===== src/rtl/uart_pkg.sv =====
// Shared types and constants for the UART controller-frame decoder.
package uart_pkg;

    localparam int unsigned STATE_W = 3;
    localparam int unsigned BYTE_W  = 8;
    localparam int unsigned GAP_W   = 16;
    localparam int unsigned ERR_W   = 2;

    localparam logic [BYTE_W-1:0] DEFAULT_HEADER = 8'hA5;

    typedef enum logic [STATE_W-1:0] {
        s_IDLE  = 3'd0,
        s_CMD   = 3'd1,
        s_DATA0 = 3'd2,
        s_DATA1 = 3'd3,
        s_CHECK = 3'd4
    } state_t;

    typedef enum logic [ERR_W-1:0] {
        ERR_NONE     = 2'b00,
        ERR_CHECKSUM = 2'b01,
        ERR_TIMEOUT  = 2'b10
    } err_code_t;

    // Payload of a decoded frame as presented to the game logic.
    typedef struct packed {
        logic [BYTE_W-1:0]   cmd;
        logic [2*BYTE_W-1:0] data;
    } frame_t;

endpackage


===== src/rtl/uart_frame_decoder_if.sv =====
// Byte-stream input and decoded-frame output bundle of the frame decoder.
interface uart_frame_decoder_if;
    import uart_pkg::*;

    logic                     i_RX_DATA_VALID;
    logic [BYTE_W-1:0]        i_DATA_RX;
    logic                     o_FRAME_VALID;
    logic [BYTE_W-1:0]        o_CMD;
    logic [2*BYTE_W-1:0]      o_DATA;
    logic                     o_FRAME_ERROR;
    logic [ERR_W-1:0]         o_ERR_CODE;

    modport master (
        output i_RX_DATA_VALID, i_DATA_RX,
        input  o_FRAME_VALID, o_CMD, o_DATA, o_FRAME_ERROR, o_ERR_CODE
    );

    modport slave (
        input  i_RX_DATA_VALID, i_DATA_RX,
        output o_FRAME_VALID, o_CMD, o_DATA, o_FRAME_ERROR, o_ERR_CODE
    );

endinterface


===== src/rtl/uart_frame_decoder.sv =====
// Assembles 5-byte controller frames (header, cmd, data0, data1, XOR checksum)
// from the UART receiver byte stream; flags checksum errors and inter-byte timeouts.
module uart_frame_decoder
    import uart_pkg::*;
#(
    parameter int unsigned        c_TIMEOUT_CYCLES = 21700,
    parameter logic [BYTE_W-1:0]  c_HEADER         = DEFAULT_HEADER
) (
    input  logic                  i_CLK,
    input  logic                  i_RESET_n,
    uart_frame_decoder_if.slave   bus
);

    localparam logic [GAP_W-1:0] TIMEOUT_LAST = GAP_W'(c_TIMEOUT_CYCLES - 1);

    state_t              state;
    logic [GAP_W-1:0]    gap_cnt;
    logic [BYTE_W-1:0]   run_xor;
    logic [BYTE_W-1:0]   cmd_q;
    logic [BYTE_W-1:0]   data0_q;
    logic [BYTE_W-1:0]   data1_q;
    frame_t              frame;
    logic                frame_valid;
    logic                frame_error;
    err_code_t           err_code;
    logic                timeout_hit_c;

    // A byte on the expiry cycle takes priority over the timeout.
    assign timeout_hit_c = (state != s_IDLE) && !bus.i_RX_DATA_VALID &&
                           (gap_cnt == TIMEOUT_LAST);

    always_ff @(posedge i_CLK or negedge i_RESET_n) begin
        if (!i_RESET_n) begin
            state       <= s_IDLE;
            gap_cnt     <= '0;
            run_xor     <= '0;
            cmd_q       <= '0;
            data0_q     <= '0;
            data1_q     <= '0;
            frame       <= '0;
            frame_valid <= 1'b0;
            frame_error <= 1'b0;
            err_code    <= ERR_NONE;
        end else begin
            frame_valid <= 1'b0;
            frame_error <= 1'b0;

            if (timeout_hit_c) begin
                state       <= s_IDLE;
                gap_cnt     <= '0;
                err_code    <= ERR_TIMEOUT;
                frame_error <= 1'b1;
            end else begin
                if ((state == s_IDLE) || bus.i_RX_DATA_VALID) begin
                    gap_cnt <= '0;
                end else begin
                    gap_cnt <= gap_cnt + GAP_W'(1);
                end

                unique case (state)
                    s_IDLE: begin
                        if (bus.i_RX_DATA_VALID && (bus.i_DATA_RX == c_HEADER)) begin
                            state   <= s_CMD;
                            run_xor <= '0;
                        end
                    end
                    s_CMD: begin
                        if (bus.i_RX_DATA_VALID) begin
                            cmd_q   <= bus.i_DATA_RX;
                            run_xor <= run_xor ^ bus.i_DATA_RX;
                            state   <= s_DATA0;
                        end
                    end
                    s_DATA0: begin
                        if (bus.i_RX_DATA_VALID) begin
                            data0_q <= bus.i_DATA_RX;
                            run_xor <= run_xor ^ bus.i_DATA_RX;
                            state   <= s_DATA1;
                        end
                    end
                    s_DATA1: begin
                        if (bus.i_RX_DATA_VALID) begin
                            data1_q <= bus.i_DATA_RX;
                            run_xor <= run_xor ^ bus.i_DATA_RX;
                            state   <= s_CHECK;
                        end
                    end
                    s_CHECK: begin
                        if (bus.i_RX_DATA_VALID) begin
                            state <= s_IDLE;
                            if (bus.i_DATA_RX == run_xor) begin
                                frame.cmd   <= cmd_q;
                                frame.data  <= {data1_q, data0_q};
                                err_code    <= ERR_NONE;
                                frame_valid <= 1'b1;
                            end else begin
                                err_code    <= ERR_CHECKSUM;
                                frame_error <= 1'b1;
                            end
                        end
                    end
                    default: state <= s_IDLE;
                endcase
            end
        end
    end

    assign bus.o_FRAME_VALID = frame_valid;
    assign bus.o_FRAME_ERROR = frame_error;
    assign bus.o_CMD         = frame.cmd;
    assign bus.o_DATA        = frame.data;
    assign bus.o_ERR_CODE    = err_code;

endmodule

===== src/flat_wrapper.sv =====
// flat-port wrapper written by rule: the top's interface ports become plain ports
module uart_frame_decoder_flat import uart_pkg::*;
#(
    parameter int unsigned        c_TIMEOUT_CYCLES = 21700,
    parameter logic [BYTE_W-1:0]  c_HEADER         = DEFAULT_HEADER
)
  (i_CLK, i_RESET_n, bus_i_RX_DATA_VALID, bus_i_DATA_RX, bus_o_FRAME_VALID, bus_o_CMD, bus_o_DATA, bus_o_FRAME_ERROR, bus_o_ERR_CODE);
  uart_frame_decoder_if bus_i ();
  input  logic i_CLK;
  input  logic i_RESET_n;
  input wire logic [$bits(bus_i.i_RX_DATA_VALID)-1:0] bus_i_RX_DATA_VALID;
  input wire logic [$bits(bus_i.i_DATA_RX)-1:0] bus_i_DATA_RX;
  output wire logic [$bits(bus_i.o_FRAME_VALID)-1:0] bus_o_FRAME_VALID;
  output wire logic [$bits(bus_i.o_CMD)-1:0] bus_o_CMD;
  output wire logic [$bits(bus_i.o_DATA)-1:0] bus_o_DATA;
  output wire logic [$bits(bus_i.o_FRAME_ERROR)-1:0] bus_o_FRAME_ERROR;
  output wire logic [$bits(bus_i.o_ERR_CODE)-1:0] bus_o_ERR_CODE;
  assign bus_i.i_RX_DATA_VALID = bus_i_RX_DATA_VALID;
  assign bus_i.i_DATA_RX = bus_i_DATA_RX;
  assign bus_o_FRAME_VALID = bus_i.o_FRAME_VALID;
  assign bus_o_CMD = bus_i.o_CMD;
  assign bus_o_DATA = bus_i.o_DATA;
  assign bus_o_FRAME_ERROR = bus_i.o_FRAME_ERROR;
  assign bus_o_ERR_CODE = bus_i.o_ERR_CODE;
  uart_frame_decoder #(.c_TIMEOUT_CYCLES(c_TIMEOUT_CYCLES), .c_HEADER(c_HEADER)) u_core (.i_CLK(i_CLK), .i_RESET_n(i_RESET_n), .bus(bus_i));
endmodule

===== config.mk =====
export PLATFORM = sky130hd
export DESIGN_NAME = uart_frame_decoder_flat
export DESIGN_NICKNAME = d
export VERILOG_FILES = /design/src/rtl/uart_pkg.sv /design/src/rtl/uart_frame_decoder_if.sv /design/src/rtl/uart_frame_decoder.sv /design/src/flat_wrapper.sv
export SDC_FILE = /design/constraint.sdc
export NUM_CORES = 1
export LEC_CHECK = 0
export ABC_AREA = 1
export BUFFER_PORTS_ARGS = -buffer_cell sky130_fd_sc_hd__clkbuf_2
export CAP_MARGIN = 0
export CORE_ASPECT_RATIO = 1.2
export CORE_MARGIN = 4
export CORE_UTILIZATION = 45
export DETAILED_ROUTE_END_ITERATION = 8
export PLACE_DENSITY_LB_ADDON = 0.1
export SETUP_SLACK_MARGIN = 0.3
export SLEW_MARGIN = 5
export SYNTH_ARGS = -nofsm -noshare
export SYNTH_HDL_FRONTEND = slang
export SYNTH_SLANG_ARGS = --single-unit

===== constraint.sdc =====
create_clock -name i_CLK -period 1.57 [get_ports i_CLK]
set_clock_uncertainty 0.1 [all_clocks]
set_input_delay 0 -clock i_CLK [delete_from_list [all_inputs] [get_ports i_CLK]]
set_output_delay 0 -clock i_CLK [all_outputs]
set_load 0.01 [all_outputs]

---- Word-level counts from Yosys, hierarchy flattened ----
Index checks and enable logic that the tools add are counted.
storage, ports and cells
  RAM bits ................................ 0
  bits in read-only memories .............. 0
  memories kept ........................... 0
  latch bits .............................. 0
  output and inout bits ................... 28
  bits in registers ....................... 79
cells by class
  reduce and logical (&&, ||, !) cells .... 18
  muxes and demuxes ....................... 24
  add/subtract/negate cells ............... 1
  multiply operators ...................... 0
  bitwise gates (word level) .............. 2
  div/mod/pow operators ................... 0
  eq/ne operators ......................... 14
  $lt $le $gt $ge ......................... 0
  shift-type cells ........................ 0
operator list
  cell                     number
  $mux W16                 2
  $mux W3                  6
  $add A16 B1 Y16 const B  1
  $eq A16 B15 Y1 const B   1
  $mux W8                  2
  $pmux W8 S2              1
  $ne A3 B2 Y1 const B     5
  $pmux W3 S5              1
  $mux W1                  9
  $reduce_and A3 Y1        3
  $eq A8 B8 Y1             1
  $eq A8 B8 Y1 const B     1
  $reduce_and A4 Y1        2
  $xor A8 B8 Y8            1
  $eq A3 B2 Y1 const B     2
  $mux W2                  3
  $reduce_bool A2 Y1       3
  $reduce_and A5 Y1        1
  $eq A3 B1 Y1 const B     1
  $eq A3 B3 Y1 const B     1
  $logic_and A1 B1 Y1      3
  $logic_not A3 Y1         1
  $reduce_bool A3 Y1       1
  $reduce_or A3 Y1         1
  other kinds (6)          6

---- Longest topological paths before layout ----
Gate-level depths: netlist (run 1).
  depth after elaboration ................. 5
  gate-level depth with buffers ........... 10

---- Worst setup path before layout (run 1) ----
No wires, ideal clock.
  kind .................................... register to register
  start point ............................. reg u_core.gap_cnt[0]
  end point ............................... reg u_core.state[1]
  period minus slack after synthesis ...... 1.523 ns
  arrival ................................. 1.306 ns
  path slack .............................. 0.047 ns
  cell stages (with the launch flop) ...... 11
  setup time .............................. 0.116 ns
  cells stage by stage .................... dfrtp_1 ha_1 inv_1 nor2_1 nand2_1 nor2_1 nand3_1 nand2_1 nand2_1 nand2_1 nand2_1
on the way
  longest elaborated chain between the ends .. 4
  elaborated cells between the ends (all ways) .. 9
ends and longest elaborated chain
  element                      RTL line                  source
  start: declaration           uart_frame_decoder.sv:17  logic [GAP_W-1:0] gap_cnt;
  start signal: assignment     uart_frame_decoder.sv:57  gap_cnt <= gap_cnt + GAP_W'(1);
  $eq A16 B15 Y1 (*)           uart_frame_decoder.sv:30  (gap_cnt == TIMEOUT_LAST);
  $logic_and A1 B1 Y1 (*)      uart_frame_decoder.sv:29  assign timeout_hit_c = (state != s_IDLE) && !bus.i_RX_DATA_VALID &&
  $ne A3 B2 Y1 (no line)       -
  $reduce_and A5 Y1 (no line)  -
  end signal: assignment       uart_frame_decoder.sv:34  state <= s_IDLE;
  end signal: assignment       uart_frame_decoder.sv:49  state <= s_IDLE;
  end signal: assignment       uart_frame_decoder.sv:63  state <= s_CMD;
  end: declaration             uart_frame_decoder.sv:16  state_t state;
Mark *: on every way between the ends. The rest lies on a longest branch, timed or not.
A chain may end at the register's enable or synchronous reset.

---- Worst setup path in the final report (run 1) ----
  start point ............................. reg u_core.run_xor[5]
  end point ............................... reg u_core.frame, in the netlist u_core.bus.o_DATA[13]
on the way
  longest elaborated chain between the ends .. 2
ends and longest elaborated chain
  element                      RTL line                  source
  start: declaration           uart_frame_decoder.sv:18  logic [BYTE_W-1:0] run_xor;
  start signal: assignment     uart_frame_decoder.sv:70  run_xor <= run_xor ^ bus.i_DATA_RX;
  start signal: assignment     uart_frame_decoder.sv:77  run_xor <= run_xor ^ bus.i_DATA_RX;
  start signal: assignment     uart_frame_decoder.sv:84  run_xor <= run_xor ^ bus.i_DATA_RX;
  $eq A8 B8 Y1                 uart_frame_decoder.sv:91  if (bus.i_DATA_RX == run_xor) begin
  $reduce_and A4 Y1 (no line)  -
  end: declaration             uart_frame_decoder.sv:22  frame_t frame;
Every way passes these cells.

==> results.cfg, run 1 <==
[run_status]
status = finished clean

[global_route]
grt_remaining_overflow = 0
grt_max_degree = 50
grt_pass1_vias = 2985
grt_usage_pct = 18.1
grt_first_pass_wirelength_um = 14000
antenna_found_initial = 0

[yosys]
synth.top_cell.area_share_pct = 54.0
ys_seq_area_share_pct = 54.0
synth_area_leader_cell = dfrtp_1
syn_area_per_cell_um2 = 8.33
synth_nets = 452
synth_seq_cells = 79
netlist_area_mm2 = 0.00366
synth_area_leaders = dfrtp_1 54%, nand2_1 12%, inv_1 6.1%
syn_inst = 440
yosysWarnings = 0
yosysUniqueCellTypes = 30

[power]
p_per_area_mw_per_mm2 = 1390
ir_drop_mv = 0.903
power_mw = 7.10
p_leak_nw = 2.50

[placed_design]
placed_area_mm2 = 0.00413
dpl.hpwl_um = 5430
finalWeightedCongestion = 0.836
port_buffers = 38
dp_cells = 578

[route]
postRouteAntennaNets = 0
drc = 0
dr.pass1.iters = 4
vias_per_cell = 4.85
vias = 3054
drt-total-wl_um = 8460
wl_per_cell_um = 13.4
drtIter0Drc = 127

[setup_path]
cp_cell_sequence = xnor2_2, nand2_1, nor2_4, nand3_4, clkbuf_16, nand2_1, o21ai_2
crit_slowest_cell = dfrtp_1
path_buf_inv = 1
crit_type = flip-flop to flip-flop
cpPeakStageDelay_ns = 0.41
crit_family = simple AND/OR/NAND/NOR gates
required_ns = 1.71
r2r_start = u_core.run_xor[5]
crit_top_cell = nand2_1
worst_setup_path_end_kind = flip-flop
worstPathArrival_ns = 1.65
startpoint = u_core.run_xor[5]
critPathMaxFanout = 24
cp-start-kind = flip-flop

[timing]
period_share_pct = 96.2
rsz0062_at_grt = yes
fin_crit_ns = 1.51
tightest_slew_ns = 0.403
finalSetupViolations = 0
finalHoldViolations = 0
tns_ns = 0
finalMaxSlewViolations = 0
max_freq_ghz = 0.662
slew_headroom_pct = 73.1

[layout]
multi_input_area_mm2 = 0.00178
regArea_mm2 = 0.00198
area_growth_pct = 39.0
layout_common_cells = 83 x nand2_1, 73 x dfrtp_1, 53 x inv_1
final_cell_count_no_fill = 630
layout.cells.most_common = nand2_1
fin_area_mm2 = 0.00509
antenna_cells = 0
n_fill_cell = 676
layout-drive-gt1-share_pct = 39.0
final_net_count = 546

[worst_hold_path]
hold_start = bus_i_DATA_RX[3]
hp-class = input pin to flip-flop

[die]
die_w_um = 90.4
ioPinCount = 39
die_area_mm2 = 0.00965
floorplan.initialDensity_pct = 47.0
core_mm2 = 0.00779
rows = 35
die_h_um = 107

[cts]
h-tree-depth = 3
cts_max_path_buffers = 2
cts_sinks = 79
worstSkewPairLatency_ns = 0.34
root_buffer = clkbuf_8
cts_tree = built
cts_made_buffers = 9
path_clk_slew_ns = 0.08

[run]
cap_violations = 0
-- routing by layer --
layer	track usage, %	part of all wire, %	vias to the layer above	wire, µm
li1	-	-	1555	-
met5	0	0	-	0
met1	21.8	43	1422	3640
met3	3.16	2.2	23	189
met2	30.8	52	54	4360
met4	9.74	3.2	0	267
-- worst paths after layout --
kind,slack (ns),depth (start not counted),end
min reg2reg,0.38,2,u_core.bus.o_CMD[2]
min,0.007,5,u_core.run_xor[3]
max in group asynchronous,0.76,3,u_core.data0_q[4]
min in group asynchronous,0.03,2,u_core.bus.o_DATA[5]
max reg2reg,0.06,7,u_core.bus.o_DATA[13]
max,0.06,7,u_core.bus.o_DATA[13]
-- cells by family after synthesis --
| kind of cell | synth area share (%) |
|---|---|
| compound gates | 10.2 |
| xor+xnor | 3.83 |
| buf+inv | 8.50 |
| fa+ha+maj | 0.341 |
| flops | 54.0 |
| simple gates | 23.1 |
-- worst min-delay path, delay by kind of cell --
kind / cells / cell delay [ns]
buffers and inverters: 1 / 0.14
AND/OR/NAND/NOR: 3 / 0.13
XOR/XNOR: 1 / 0.13
-- where the power goes --
part           switching, mW  internal, mW  total (mW)
sequential             0.371          2.48        2.85
clock                  0.697         0.926        1.62
combinational           1.40          1.22        2.62
-- flip-flops by register name, indices dropped and copies added (netlist names) --
register                  count
u_core.data1_q                8
u_core.state                  3
u_core.cmd_q                  8
u_core.gap_cnt               16
u_core.bus.o_FRAME_VALID      1
u_core.run_xor                8
u_core.data0_q                8
u_core.bus.o_DATA            16
u_core.bus.o_ERR_CODE         2
u_core.bus.o_CMD              8
u_core.bus.o_FRAME_ERROR      1
-- cell usage after synthesis (all sizes together) --
cell type,number
clkinv,1
nor2,55
inv,64
buf,7
o21bai,8
xnor2,9
nand3,17
xor2,7
a21oi,5
nand4,2
o21ai,52
nor3b,1
nor3,5
clkbuf,3
dfrtp,79
ha,1
nand2,123
and3,1
-- repair_timing --
item	4_1_cts	5_1_grt
pin swaps	11	27
setup endpoints to repair	63	79
hold buffers	10	0
resized for setup	54	90
setup buffers	15	8
cloned	2	2
endpoints found under the hold margin	109	0
-- cell type report --
cell class	count	area share (%)
clock buffers	11	2.78
clock inverters	4	1.38
multi-input cells	287	35.0
flip-flops and latches	79	39.0
inverters	65	4.96
repair buffers	92	14.7
well taps	92	2.26
-- per-stage QoR --
step | hold slack (ns) | utilization (%) | worst slack [ns]
2_1_floorplan | -0.396 | - | 0.135
5_1_grt | 0.0361 | 65.3 | -0.0779
3_3_place_gp | -0.134 | 53.0 | 0.0503
4_1_cts | -0.0361 | 60.9 | 0.0500
6_report | 0.00673 | 65.3 | 0.0603
3_5_place_dp | -0.136 | 53.0 | 0.0351
No activity file was read; power rests on OpenSTA's default activity.
==> inputs of run 2 (changes only) <==
- MAX_ROUTING_LAYER: not set -> met4
- TNS_END_PERCENT: not set -> 10
==> run 2 against run 1 <==
Net effect: highest routed layer unchanged; sequential power is 3% lower; critical path depth is 2 higher; critical path type unchanged; cell count is 1.6% lower; die area stayed put; the run now ends with negative hold slack left; largest cell class unchanged.
==> results.cfg, run 2 (synthesis gave the netlist of run 1 again) <==
[cts]
h-tree-depth = 3
path_clk_slew_ns = 0.08
worstSkewPairLatency_ns = 0.34
root_buffer = clkbuf_8
cts_tree = built
cts_sinks = 79
cts_made_buffers = 9
cts_max_path_buffers = 2

[placed_design]
finalWeightedCongestion = 0.967
port_buffers = 38
dpl.hpwl_um = 5530
dp_cells = 578

[worst_hold_path]
min_path_cells = 5
hold_start = bus_i_DATA_RX[4]
hp-class = input pin to flip-flop

[setup_path]
cp-start-kind = flip-flop
path_buf_inv = 3
cp_cell_sequence = ha_4, inv_2, nor2_2, nand2_1, nor2_2, buf_4, a21oi_4, inv_2, nor2_1
crit_family = flip-flops
cpPeakStageDelay_ns = 0.41
worstPathArrival_ns = 1.70
crit_type = flip-flop to flip-flop
worst_setup_path_end_kind = flip-flop
r2r_start = u_core.gap_cnt[0]
critical_path_depth = 9
crit_slowest_cell = dfrtp_1
r2r_cells = 9
critPathMaxFanout = 5
startpoint = u_core.gap_cnt[0]
required_ns = 1.74

[timing]
rsz0062_at_grt = yes
tns_ns = 0
slew_headroom_pct = 65.0
finalHoldViolations = 1
finalSetupViolations = 0
finalMaxSlewViolations = 0
fin_crit_ns = 1.53
tightest_slew_ns = 0.526
whs_ns = -0.00308
max_freq_ghz = 0.652
period_share_pct = 97.7

[die]
die_w_um = 90.4
die_h_um = 107
core_mm2 = 0.00779
ioPinCount = 39
floorplan.initialDensity_pct = 47.0
die_area_mm2 = 0.00965
rows = 35

[power]
p_int_mw = 4.14
p_sw_mw = 2.29
ir_drop_mv = 0.555
combPwrFrac_pct = 34.2
power_mw = 6.43
p_seq_share_pct = 43.1
p_leak_nw = 2.37
p_per_area_mw_per_mm2 = 1350
sw_frac_of_total_pct = 35.6
p_clk_share_pct = 22.7

[route]
wl_per_cell_um = 13.4
postRouteAntennaNets = 0
dr.pass1.iters = 4
vias_per_cell = 4.82
vias = 2991
drc = 0
drt-total-wl_um = 8280
drtIter0Drc = 92

[layout]
area_growth_pct = 30.0
layout.cells.most_common = nand2_1
final_net_count = 535
finish.utilization_pct = 61.1
layout-drive-gt1-share_pct = 28.2
layout_common_cells = 111 x nand2_1, 77 x dfrtp_1, 56 x inv_1
antenna_cells = 0
n_fill_cell = 717
final_cell_count_no_fill = 620

[global_route]
grt_pass1_vias = 2931
antenna_found_initial = 0
grt_max_degree = 50
grt_first_pass_wirelength_um = 13500
grt_usage_pct = 18.0
grt_remaining_overflow = 0

[run_status]
violations = negative hold slack
status = finished, violations left

[run]
cap_violations = 0
run 2: path summary, 6_finish.rpt:
| kind | to | slack, ns |
|---|---|---|
| worst max-delay path | u_core.gap_cnt[6] | 0.04 |
| worst min-delay path | u_core.run_xor[4] | -0.003 |
| worst max register to register | u_core.gap_cnt[6] | 0.04 |
| worst min register to register | u_core.bus.o_DATA[2] | 0.38 |
| max in group asynchronous | u_core.cmd_q[1] | 0.74 |
| min in group asynchronous | u_core.bus.o_DATA[10] | 0.08 |
run 2: worst reg2reg max path, stage by stage, from the launching register on:
cell     delay, ns
dfrtp_1       0.41
ha_4          0.19
inv_2         0.05
nor2_2        0.03
nand2_1       0.07
nor2_2        0.05
buf_4         0.13
a21oi_4       0.22
inv_2         0.10
nor2_1        0.11
run 2: what timing repair did:
action | in CTS | in global routing
hold buffers | 10 | 0
pin swaps | 17 | 20
hold endpoints to repair | 111 | 0
setup buffers | 12 | 1
gates cloned | 2 | 1
resized for setup | 24 | 38
endpoints found under the setup margin | 78 | 79
run 2: per-layer routing:
| metal | vias to the layer above | global-route usage (%) | part of all wire (%) |
|---|---|---|---|
| li1 | 1527 | - | - |
| met1 | 1384 | 20.0 | 42 |
| met2 | 60 | 31.2 | 52 |
| met3 | 20 | 4.98 | 3.1 |
| met4 | 0 | 6.46 | 2.8 |
| met5 | - | - | 0 |
run 2: layout make-up:
class / instances / area (µm²) / share of cell area (%)
repair buffers: 80 / 611 / 12.8
inverters: 65 / 248 / 5.20
multi-input cells: 288 / 1620 / 34.0
well taps: 92 / 115 / 2.42
clock buffers: 11 / 131 / 2.76
flip-flops and latches: 79 / 1980 / 41.6
clock inverters: 5 / 58.8 / 1.23
run 2: stage by stage:
step	cell area, µm²	worst slack, ns	hold WS [ns]
floorplan	3700	0.135	-0.396
global placement	4100	0.0198	-0.0835
detailed placement	4100	-0.0312	-0.0777
CTS	4600	0.0578	-0.0130
global route	4760	-0.0345	0.00268
finish	4760	0.0366	-0.00308
run 2: power groups by stage:
stage	combinational, mW	sequential, mW	clock, mW
2_1_floorplan	1.25	2.73	0
6_report	2.20	2.77	1.46
5_1_grt	2.50	2.82	1.60
3_3_place_gp	1.65	2.77	0
3_5_place_dp	1.67	2.79	0
4_1_cts	2.02	2.75	1.51
